===== src/rtl/pr_bridge_intc_if.sv =====
// Bus bundle between the CPU data port, the peripheral devices and the
// interrupt lines of pr_bridge_intc.
interface pr_bridge_intc_if #(
  parameter int NUM_DEV = 6
);
  // CPU side
  logic                    cpu_req;
  logic                    cpu_we;
  logic [31:0]             cpu_addr;
  logic [31:0]             cpu_wd;
  logic [31:0]             cpu_rd;
  logic                    cpu_ack;
  logic                    cpu_err;
  // Peripheral side
  logic [NUM_DEV-1:0]      pr_sel;
  logic                    pr_we;
  logic [31:0]             pr_addr;
  logic [31:0]             pr_wd;
  logic [32*NUM_DEV-1:0]   pr_rd_bus;
  logic [NUM_DEV-1:0]      pr_ack;
  // Interrupts
  logic [NUM_DEV-1:0]      irq_in;
  logic [5:0]              hw_int;

  // Bridge view
  modport slave (
    input  cpu_req, cpu_we, cpu_addr, cpu_wd, pr_rd_bus, pr_ack, irq_in,
    output cpu_rd, cpu_ack, cpu_err, pr_sel, pr_we, pr_addr, pr_wd, hw_int
  );

  // CPU / device-model view
  modport master (
    output cpu_req, cpu_we, cpu_addr, cpu_wd, pr_rd_bus, pr_ack, irq_in,
    input  cpu_rd, cpu_ack, cpu_err, pr_sel, pr_we, pr_addr, pr_wd, hw_int
  );
endinterface


===== src/rtl/pr_bridge_intc.sv =====
// Peripheral bridge: decodes a 256-byte window into 16-byte device slots,
// runs each device access through a req/ack handshake with a wait timeout,
// and hosts a small interrupt controller in slot 15 that folds per-device
// interrupts onto the six CP0 hardware-interrupt lines.
module pr_bridge_intc #(
  parameter int          NUM_DEV   = 6,
  parameter logic [31:0] BASE_ADDR = 32'h0000_7F00,
  parameter int          TIMEOUT   = 15
) (
  input logic clk,
  input logic sys_rstn,
  pr_bridge_intc_if.slave bus
);

  typedef enum logic [1:0] {S_IDLE, S_ACCESS, S_RESP} state_t;

  state_t r_state;
  state_t w_state_next;

  // Captured access
  logic [31:0]        r_addr;
  logic [31:0]        r_wd;
  logic               r_we;
  logic [7:0]         r_wait;
  logic [31:0]        r_rd;
  logic               r_err;

  // Interrupt controller state
  logic [NUM_DEV-1:0] r_mask;
  logic [NUM_DEV-1:0] r_mode;
  logic [NUM_DEV-1:0] r_pend;
  logic [NUM_DEV-1:0] r_prev;
  logic [5:0]         r_hw_int;

  // Decode of the live CPU address (only meaningful in IDLE)
  logic               w_hit;
  logic               w_dev_hit;
  logic               w_ctrl_hit;
  logic               w_accept;
  logic               w_ctrl_wr;
  logic [31:0]        w_reg_rd;

  // Device-side selection from the captured address
  logic [NUM_DEV-1:0] w_sel;
  logic [31:0]        w_slice [NUM_DEV];
  logic [31:0]        w_dev_rd;
  logic               w_dev_ack;
  logic               w_timeout;

  // Interrupt datapath
  logic [NUM_DEV-1:0] w_act;
  logic [NUM_DEV-1:0] w_w1c;
  logic [NUM_DEV-1:0] w_pend_next;
  logic [5:0]         w_hw;
  logic               w_any;
  logic [3:0]         w_low;

  assign w_hit      = (bus.cpu_addr[31:8] == BASE_ADDR[31:8]);
  assign w_dev_hit  = w_hit && (bus.cpu_addr[7:4] < 4'(NUM_DEV));
  assign w_ctrl_hit = w_hit && (bus.cpu_addr[7:4] == 4'hF);
  assign w_accept   = (r_state == S_IDLE) && bus.cpu_req;
  assign w_ctrl_wr  = w_accept && w_ctrl_hit && bus.cpu_we;

  // One-hot slot select and per-slot read data slices
  genvar gi;
  generate
    for (gi = 0; gi < NUM_DEV; gi++) begin : g_dev
      assign w_sel[gi]   = (r_addr[7:4] == 4'(gi));
      assign w_slice[gi] = bus.pr_rd_bus[32*gi +: 32];
    end
  endgenerate

  // Read data of the selected device; other slots' acks are masked off
  always_comb begin
    w_dev_rd = '0;
    for (int i = 0; i < NUM_DEV; i++) begin
      if (w_sel[i]) w_dev_rd = w_slice[i];
    end
  end

  assign w_dev_ack = |(w_sel & bus.pr_ack);
  assign w_timeout = (r_wait == 8'(TIMEOUT - 1));

  // Next-state logic of the access sequencer
  always_comb begin
    w_state_next = r_state;
    case (r_state)
      S_IDLE:   if (bus.cpu_req) w_state_next = w_dev_hit ? S_ACCESS : S_RESP;
      S_ACCESS: if (w_dev_ack || w_timeout) w_state_next = S_RESP;
      S_RESP:   w_state_next = S_IDLE;
      default:  w_state_next = S_IDLE;
    endcase
  end

  // State register
  always_ff @(posedge clk) begin
    if (!sys_rstn) r_state <= S_IDLE;
    else           r_state <= w_state_next;
  end

  // Access capture, wait counter and response data
  always_ff @(posedge clk) begin
    if (!sys_rstn) begin
      r_addr <= '0;
      r_wd   <= '0;
      r_we   <= 1'b0;
      r_wait <= '0;
      r_rd   <= '0;
      r_err  <= 1'b0;
    end else begin
      case (r_state)
        S_IDLE: begin
          if (bus.cpu_req) begin
            r_addr <= bus.cpu_addr;
            r_wd   <= bus.cpu_wd;
            r_we   <= bus.cpu_we;
            r_wait <= '0;
            r_err  <= !(w_dev_hit || w_ctrl_hit);
            r_rd   <= (w_ctrl_hit && !bus.cpu_we) ? w_reg_rd : 32'h0;
          end
        end
        S_ACCESS: begin
          r_wait <= r_wait + 8'd1;
          if (w_dev_ack) begin
            r_rd  <= w_dev_rd;
            r_err <= 1'b0;
          end else if (w_timeout) begin
            r_rd  <= '0;
            r_err <= 1'b1;
          end
        end
        default: ;
      endcase
    end
  end

  // Active (pending and unmasked) sources, lowest-index priority and CP0 fold
  assign w_act = r_pend & r_mask;
  assign w_any = |w_act;

  always_comb begin
    w_low = '0;
    for (int i = NUM_DEV - 1; i >= 0; i--) begin
      if (w_act[i]) w_low = 4'(i);
    end
  end

  always_comb begin
    w_hw = '0;
    for (int i = 0; i < NUM_DEV; i++) begin
      w_hw[i % 6] = w_hw[i % 6] | w_act[i];
    end
  end

  // Controller register read mux
  always_comb begin
    w_reg_rd = '0;
    case (bus.cpu_addr[3:0])
      4'h0:    w_reg_rd = 32'(r_mask);
      4'h4:    w_reg_rd = 32'(r_pend);
      4'h8:    w_reg_rd = 32'(r_mode);
      4'hC:    w_reg_rd = {w_any, 27'h0, w_low};
      default: w_reg_rd = '0;
    endcase
  end

  // Edge bits: a new rising edge wins over a same-cycle clear; level bits track irq_in
  assign w_w1c = (w_ctrl_wr && bus.cpu_addr[3:0] == 4'h4) ? bus.cpu_wd[NUM_DEV-1:0] : '0;
  assign w_pend_next = (r_mode & ((r_pend & ~w_w1c) | (bus.irq_in & ~r_prev)))
                     | (~r_mode & bus.irq_in);

  // Interrupt controller registers, updated every cycle regardless of the FSM
  always_ff @(posedge clk) begin
    if (!sys_rstn) begin
      r_mask   <= '0;
      r_mode   <= '0;
      r_pend   <= '0;
      r_prev   <= '0;
      r_hw_int <= '0;
    end else begin
      r_prev   <= bus.irq_in;
      r_pend   <= w_pend_next;
      r_hw_int <= w_hw;
      if (w_ctrl_wr && bus.cpu_addr[3:0] == 4'h0) r_mask <= bus.cpu_wd[NUM_DEV-1:0];
      if (w_ctrl_wr && bus.cpu_addr[3:0] == 4'h8) r_mode <= bus.cpu_wd[NUM_DEV-1:0];
    end
  end

  assign bus.cpu_ack = (r_state == S_RESP);
  assign bus.cpu_err = (r_state == S_RESP) && r_err;
  assign bus.cpu_rd  = (r_state == S_RESP) ? r_rd : 32'h0;
  assign bus.pr_sel  = (r_state == S_ACCESS) ? w_sel : '0;
  assign bus.pr_we   = (r_state == S_ACCESS) && r_we;
  assign bus.pr_addr = r_addr;
  assign bus.pr_wd   = r_wd;
  assign bus.hw_int  = r_hw_int;

endmodule


===== src/flat_wrapper.sv =====
// flat-port wrapper written by rule: the top's interface ports become plain ports
module pr_bridge_intc_flat 
#(
  parameter int          NUM_DEV   = 6,
  parameter logic [31:0] BASE_ADDR = 32'h0000_7F00,
  parameter int          TIMEOUT   = 15
)
  (clk, sys_rstn, bus_cpu_req, bus_cpu_we, bus_cpu_addr, bus_cpu_wd, bus_pr_rd_bus, bus_pr_ack, bus_irq_in, bus_cpu_rd, bus_cpu_ack, bus_cpu_err, bus_pr_sel, bus_pr_we, bus_pr_addr, bus_pr_wd, bus_hw_int);
  pr_bridge_intc_if #(.NUM_DEV(NUM_DEV)) bus_i ();
  input logic clk;
  input logic sys_rstn;
  input wire logic [$bits(bus_i.cpu_req)-1:0] bus_cpu_req;
  input wire logic [$bits(bus_i.cpu_we)-1:0] bus_cpu_we;
  input wire logic [$bits(bus_i.cpu_addr)-1:0] bus_cpu_addr;
  input wire logic [$bits(bus_i.cpu_wd)-1:0] bus_cpu_wd;
  input wire logic [$bits(bus_i.pr_rd_bus)-1:0] bus_pr_rd_bus;
  input wire logic [$bits(bus_i.pr_ack)-1:0] bus_pr_ack;
  input wire logic [$bits(bus_i.irq_in)-1:0] bus_irq_in;
  output wire logic [$bits(bus_i.cpu_rd)-1:0] bus_cpu_rd;
  output wire logic [$bits(bus_i.cpu_ack)-1:0] bus_cpu_ack;
  output wire logic [$bits(bus_i.cpu_err)-1:0] bus_cpu_err;
  output wire logic [$bits(bus_i.pr_sel)-1:0] bus_pr_sel;
  output wire logic [$bits(bus_i.pr_we)-1:0] bus_pr_we;
  output wire logic [$bits(bus_i.pr_addr)-1:0] bus_pr_addr;
  output wire logic [$bits(bus_i.pr_wd)-1:0] bus_pr_wd;
  output wire logic [$bits(bus_i.hw_int)-1:0] bus_hw_int;
  assign bus_i.cpu_req = bus_cpu_req;
  assign bus_i.cpu_we = bus_cpu_we;
  assign bus_i.cpu_addr = bus_cpu_addr;
  assign bus_i.cpu_wd = bus_cpu_wd;
  assign bus_i.pr_rd_bus = bus_pr_rd_bus;
  assign bus_i.pr_ack = bus_pr_ack;
  assign bus_i.irq_in = bus_irq_in;
  assign bus_cpu_rd = bus_i.cpu_rd;
  assign bus_cpu_ack = bus_i.cpu_ack;
  assign bus_cpu_err = bus_i.cpu_err;
  assign bus_pr_sel = bus_i.pr_sel;
  assign bus_pr_we = bus_i.pr_we;
  assign bus_pr_addr = bus_i.pr_addr;
  assign bus_pr_wd = bus_i.pr_wd;
  assign bus_hw_int = bus_i.hw_int;
  pr_bridge_intc #(.NUM_DEV(NUM_DEV), .BASE_ADDR(BASE_ADDR), .TIMEOUT(TIMEOUT)) u_core (.clk(clk), .sys_rstn(sys_rstn), .bus(bus_i));
endmodule

===== config.mk =====
export PLATFORM = sky130hd
export DESIGN_NAME = pr_bridge_intc_flat
export DESIGN_NICKNAME = d
export VERILOG_FILES = /design/src/rtl/pr_bridge_intc_if.sv /design/src/rtl/pr_bridge_intc.sv /design/src/flat_wrapper.sv
export SDC_FILE = /design/constraint.sdc
export NUM_CORES = 1
export LEC_CHECK = 0
export CAP_MARGIN = 20
export CORE_AREA = 2 2 150 152
export DETAILED_ROUTE_END_ITERATION = 7
export DIE_AREA = 0 0 152 154
export PLACE_DENSITY_LB_ADDON = 0.2
export SLEW_MARGIN = 20
export SYNTH_ARGS = -nofsm -noshare
export SYNTH_HDL_FRONTEND = slang
export SYNTH_SLANG_ARGS = --single-unit

===== constraint.sdc =====
create_clock -name clk -period 3.5 [get_ports clk]
set_clock_uncertainty 0.05 [all_clocks]
set_input_delay 0.7 -clock clk [delete_from_list [all_inputs] [get_ports clk]]
set_output_delay 0.7 -clock clk [all_outputs]
set_load 0.02 [all_outputs]

==> impl_metrics.json, run 1 <==
{
  "power_density_nw_per_um2": 366,
  "cpMaxStageDelayCell": "clkdlybuf4s50_1",
  "power.leakage_nw": 4.44,
  "clockBufferDepth": 2,
  "setup_ws_ps": 400,
  "root_buffer": "clkbuf_16",
  "multi_input_area_um2": 4140,
  "core_area_um2": 21700,
  "port_buffers": 382,
  "drv_cap": 0,
  "nets": 1496,
  "die_h_um": 154,
  "yosysSeqAreaShare_pct": 38.6,
  "post-route-drc-count": 0,
  "viasPerCell": 5.04,
  "synth_common_cells": "nand2_1, dfxtp_1, a21boi_1, clkbuf_1, o21ai_0",
  "setup_violations": 0,
  "cts_made_buffers": 17,
  "rows": 54,
  "tightestPinTransition_ps": 735,
  "grt_pass1_vias": 7666,
  "regArea_um2": 2770,
  "worstHoldPathType": "reg2reg",
  "crit_buf_inv": 1,
  "path_clk_slew_ps": 70,
  "synth-seq-cells": 138,
  "cp.required_ps": 2750,
  "routed-via-count": 7661,
  "slew_viol_final": 0,
  "syn_area_per_cell_um2": 8.28,
  "crit_path_start_kind": "flop",
  "ys.flop_type": "dfxtp_1",
  "place_hpwl_um": 23100,
  "ys_top_cells_by_area": "dfxtp_1, nand2_1, mux4_2, a21boi_1, mux2i_1",
  "rsz0062_at_grt": "no",
  "initial_utilization_pct": 33.0,
  "drtIter0Drc": 429,
  "grt_max_degree": 84,
  "crit_chain": "nor2b_1 > and4_1 > clkdlybuf4s50_1",
  "antenna_found_initial": 6,
  "path_delay_family": "simple AND/OR/NAND/NOR gates",
  "die_area_um2": 23400,
  "worstSkewPairLatency_ps": 430,
  "setup-tns-final_ps": 0,
  "drt_wl_total_um": 29900,
  "cts.htree.levels": 4,
  "synth_edf_count": 0,
  "arrival_ps": 2350,
  "critPathMaxFanout": 8,
  "syn_inst": 864,
  "place_ws_ps": 154,
  "status": "finished clean",
  "synthDistinctLibCells": 55,
  "synthArstFlopShare_pct": 0,
  "fin_crit_sh_pct": 88.6,
  "holdBufCountCts": 0,
  "antenna_left": 0,
  "max_stage_delay_ps": 620,
  "final_area_um2": 11900,
  "placed_area_um2": 11300,
  "grt_pass1_wl_um": 45300,
  "cts_setup_buffers": 0,
  "grtUsageTotal_pct": 25.1,
  "cts-resized-gates": 0,
  "wl_per_cell_um": 19.7,
  "yosysTopAreaCellShare_pct": 38.6,
  "fmax_mhz": 323,
  "routabilityCongestion": 0.884,
  "vdd_ir_drop_max_mv": 0.295,
  "fp.dieW_um": 152,
  "dr.pass1.iters": 5,
  "syn_nets": 1138,
  "syn-cell-area_um2": 7160,
  "finalPower_mw": 4.33,
  "cts.sinks": 138,
  "fillCellCount": 2026,
  "min_period_ps": 3100,
  "yosysMostFrequentCell": "nand2_1",
  "drive_above_1_share_pct": 7.69,
  "overflow": 0,
  "yosysWarnings": 0,
  "synth_top_cell_by_area": "dfxtp_1",
  "io_pins": 383,
  "hold_viol": 0,
  "cts_tree": "yes",
  "critPathKind": "reg2out",
  "end_kind": "primary output",
  "syn_to_final_growth_pct": 65.7,
  "slew-limit-headroom_pct": 50.8
}
-- path summary, 6_finish.rpt --
kind	cells after the start	to	startpoint	slack [ps]
setup / recovery	3	bus_pr_sel[3]	u_core.r_state[0]	400
setup reg to reg	6	u_core.r_rd[4]	u_core.bus.pr_addr[4]	880
hold reg to reg	2	u_core.r_rd[13]	u_core.r_rd[13]	390
hold / removal	2	u_core.r_rd[13]	u_core.r_rd[13]	390
-- where the power goes --
part / internal (mW) / switching, mW / total (mW)
combinational: 0.500 / 0.367 / 0.867
clock: 1.02 / 0.777 / 1.80
sequential: 1.63 / 0.0440 / 1.67
total: 3.15 / 1.19 / 4.33
-- final cells by class --
class | count | area share, %
clock buffer | 19 | 3.73
antenna | 5 | 0.106
sequential | 138 | 23.3
inverter | 8 | 0.253
multi-input combinational | 656 | 34.9
timing repair buffer | 401 | 33.6
tap | 280 | 2.95
clock inverter | 13 | 1.13
-- routing by layer --
metal	wire [µm]	global-route usage, %
met5	27	0
met4	638	8.14
met3	2550	9.50
met2	15000	43.6
met1	11700	28.5
-- layout by cell type (no fill, tap or decap), drive strengths merged, types with 6 or more instances in the layout --
cell / count
a21o: 8
dfxtp: 138
mux2i: 33
nand3: 15
mux4: 26
buf: 20
o21ai: 76
and2: 46
a21oi: 27
nor2b: 23
nand2: 210
a21boi: 67
clkdlybuf4s50: 381
nor2: 40
a31oi: 6
clkbuf: 19
inv: 15
nor4: 8
and3: 10
-- kinds of logic after synthesis --
logic type,after synthesis,synth area share [%]
simple gates,376,24.8
compound gates,215,19.0
flops,138,38.6
buf+inv,70,3.78
mux,63,13.4
fa+ha+maj,2,0.350
-- state kept, by name (all words and copies together) (netlist names), 2 cells and up --
signal and count:
u_core.r_state 2, u_core.r_wait 8, u_core.bus.pr_addr 32, u_core.r_prev 6, u_core.bus.pr_wd 32, u_core.r_mask 6, u_core.r_rd 32, u_core.r_pend 6
u_core.r_mode 6, u_core.bus.hw_int 6
-- stage by stage --
stage | std cells | util [%] | hold WS, ps
detailed placement | 1483 | 52.0 | 386
finish | 1520 | 54.7 | 391
CTS | 1515 | 54.6 | 394
global route | 1519 | 54.7 | 406
global placement | 1483 | 52.0 | 378
floorplan | 864 | - | 371
-- tightest hold or removal path, cell delays in order (launching register included) --
cell and delay, ps:
dfxtp_1 300, nand2_1 40, o21ai_1 50
Note: power is estimated with default switching activity, not from simulation.
==> run 2: changes to the inputs <==
==> constraint.sdc (replaced) <==
create_clock -name clk -period 3.5 [get_ports clk]
set_clock_uncertainty 0.05 [all_clocks]
set_input_delay 0.525 -clock clk [delete_from_list [all_inputs] [get_ports clk]]
set_output_delay 0.525 -clock clk [all_outputs]
set_load 0.02 [all_outputs]
==> run 2 against run 1 <==
Effect of this change: sequential share of layout area barely moved; utilization barely moved; first-iteration DRC count fell by 4.0%; register-to-register slack got worse by 60 ps; die area did not move; via count barely moved; worst hold slack barely moved; clock power rose by 8%; total power rose by 3.4%; critical endpoint is now bus_pr_sel[4]; largest cell class unchanged.
==> impl_metrics.json, run 2 (synthesis gave the netlist of run 1 again) <==
{
  "grt_pass1_wl_um": 45700,
  "drv_cap": 0,
  "cts_made_buffers": 17,
  "fin_util_pct": 54.7,
  "p_comb_share_pct": 19.3,
  "hold_viol": 0,
  "cts-resized-gates": 0,
  "core_area_um2": 21700,
  "fmax_mhz": 333,
  "placed_area_um2": 11200,
  "initial_utilization_pct": 33.0,
  "wl_per_cell_um": 19.8,
  "port_buffers": 382,
  "place_hpwl_um": 23400,
  "p_sw_mw": 1.15,
  "rsz0062_at_grt": "no",
  "antenna_left": 0,
  "slew_viol_final": 0,
  "crit_path_start_kind": "flop",
  "root_buffer": "clkbuf_16",
  "drtIter0Drc": 412,
  "io_pins": 383,
  "switching_share_pct": 25.7,
  "power_frac_clock_pct": 43.3,
  "status": "finished clean",
  "drt_wl_total_um": 30000,
  "cts_setup_buffers": 0,
  "grt_max_degree": 66,
  "cp.required_ps": 2920,
  "power.leakage_nw": 4.45,
  "clockBufferDepth": 2,
  "cpMaxStageDelayCell": "clkdlybuf4s50_1",
  "end_kind": "primary output",
  "dr.pass1.iters": 5,
  "overflow": 0,
  "rrSetupSlack_ps": 820,
  "cts.htree.levels": 4,
  "grtUsageTotal_pct": 25.2,
  "slew-limit-headroom_pct": 37.7,
  "fp.dieW_um": 152,
  "crit_buf_inv": 1,
  "path_delay_family": "simple AND/OR/NAND/NOR gates",
  "routed-via-count": 7667,
  "cts.sinks": 138,
  "cts_tree": "yes",
  "drive_above_1_share_pct": 7.54,
  "final_cell_mix": "clkdlybuf4s50_1, nand2_1, dfxtp_1",
  "arrival_ps": 2430,
  "vdd_ir_drop_max_mv": 0.305,
  "holdBufCountCts": 0,
  "critPathMaxFanout": 10,
  "path_clk_slew_ps": 60,
  "antenna_found_initial": 4,
  "max_stage_delay_ps": 650,
  "viasPerCell": 5.07,
  "worstSkewPairLatency_ps": 420,
  "nets": 1496,
  "die_h_um": 154,
  "power_density_nw_per_um2": 378,
  "crit_chain": "nor2b_1 > nand2_1 > nor3_1 > clkdlybuf4s50_1",
  "fin_crit_sh_pct": 85.9,
  "grt_pass1_vias": 7622,
  "min_period_ps": 3010,
  "seqPwrFrac_pct": 37.4,
  "fillCellCount": 2062,
  "final_common_cell": "clkdlybuf4s50_1",
  "final_area_um2": 11900,
  "p_int_mw": 3.33,
  "worstHoldPathType": "reg2reg",
  "setup-tns-final_ps": 0,
  "syn_to_final_growth_pct": 65.7,
  "routabilityCongestion": 0.853,
  "post-route-drc-count": 0,
  "antenna_cells": 0,
  "die_area_um2": 23400,
  "rows": 54,
  "tightestPinTransition_ps": 931,
  "critPathKind": "reg2out",
  "setup_violations": 0
}
run 2: stage by stage:
stage	power, mW	std cells	hold WS (ps)	setup WS (ps)
2_1_floorplan	2.06	864	371	954
3_3_place_gp	2.57	1483	378	227
3_5_place_dp	2.58	1483	385	193
4_1_cts	4.52	1513	393	470
5_1_grt	4.65	1513	410	313
6_report	4.48	1513	391	493
run 2: power by group through the flow:
stage,Combinational [mW],Clock (mW),Sequential (mW)
2_1_floorplan,0.320,0,1.74
3_3_place_gp,0.865,0,1.71
3_5_place_dp,0.869,0,1.71
4_1_cts,0.875,1.97,1.67
5_1_grt,0.936,2.04,1.68
6_report,0.866,1.94,1.67
run 2: per-layer routing:
| metal | GRT usage, % | part of all wire (%) | vias to the layer above |
|---|---|---|---|
| li1 | - | - | 3724 |
| met1 | 28.7 | 39 | 3628 |
| met2 | 46.0 | 52 | 286 |
| met3 | 8.51 | 8.0 | 23 |
| met4 | 4.98 | 0.95 | 6 |
| met5 | 0 | 0.14 | - |
run 2: tightest hold or removal path, delay by kind of cell (launching register included):
kind | cells | cell delay (ps)
flip-flops | 1 | 300
AO/OA/AOI/OAI | 1 | 50
AND/OR/NAND/NOR | 1 | 50
run 2: layout make-up:
type | count | area (µm²) | area share, %
clock buffers | 18 | 429 | 3.62
clock inverters | 12 | 188 | 1.58
inverters | 8 | 30.0 | 0.253
multi-input cells | 656 | 4140 | 34.9
flip-flops and latches | 138 | 2770 | 23.3
well taps | 280 | 350 | 2.95
repair buffers | 401 | 3960 | 33.4
run 2: path summary, 6_finish.rpt:
path / start / endpoint / cells past startpoint
max: u_core.bus.pr_addr[6] / bus_pr_sel[4] / 4
min reg2reg: u_core.r_rd[21] / u_core.r_rd[21] / 2
max reg2reg: u_core.bus.pr_addr[4] / u_core.r_rd[20] / 6
min: u_core.r_rd[21] / u_core.r_rd[21] / 2
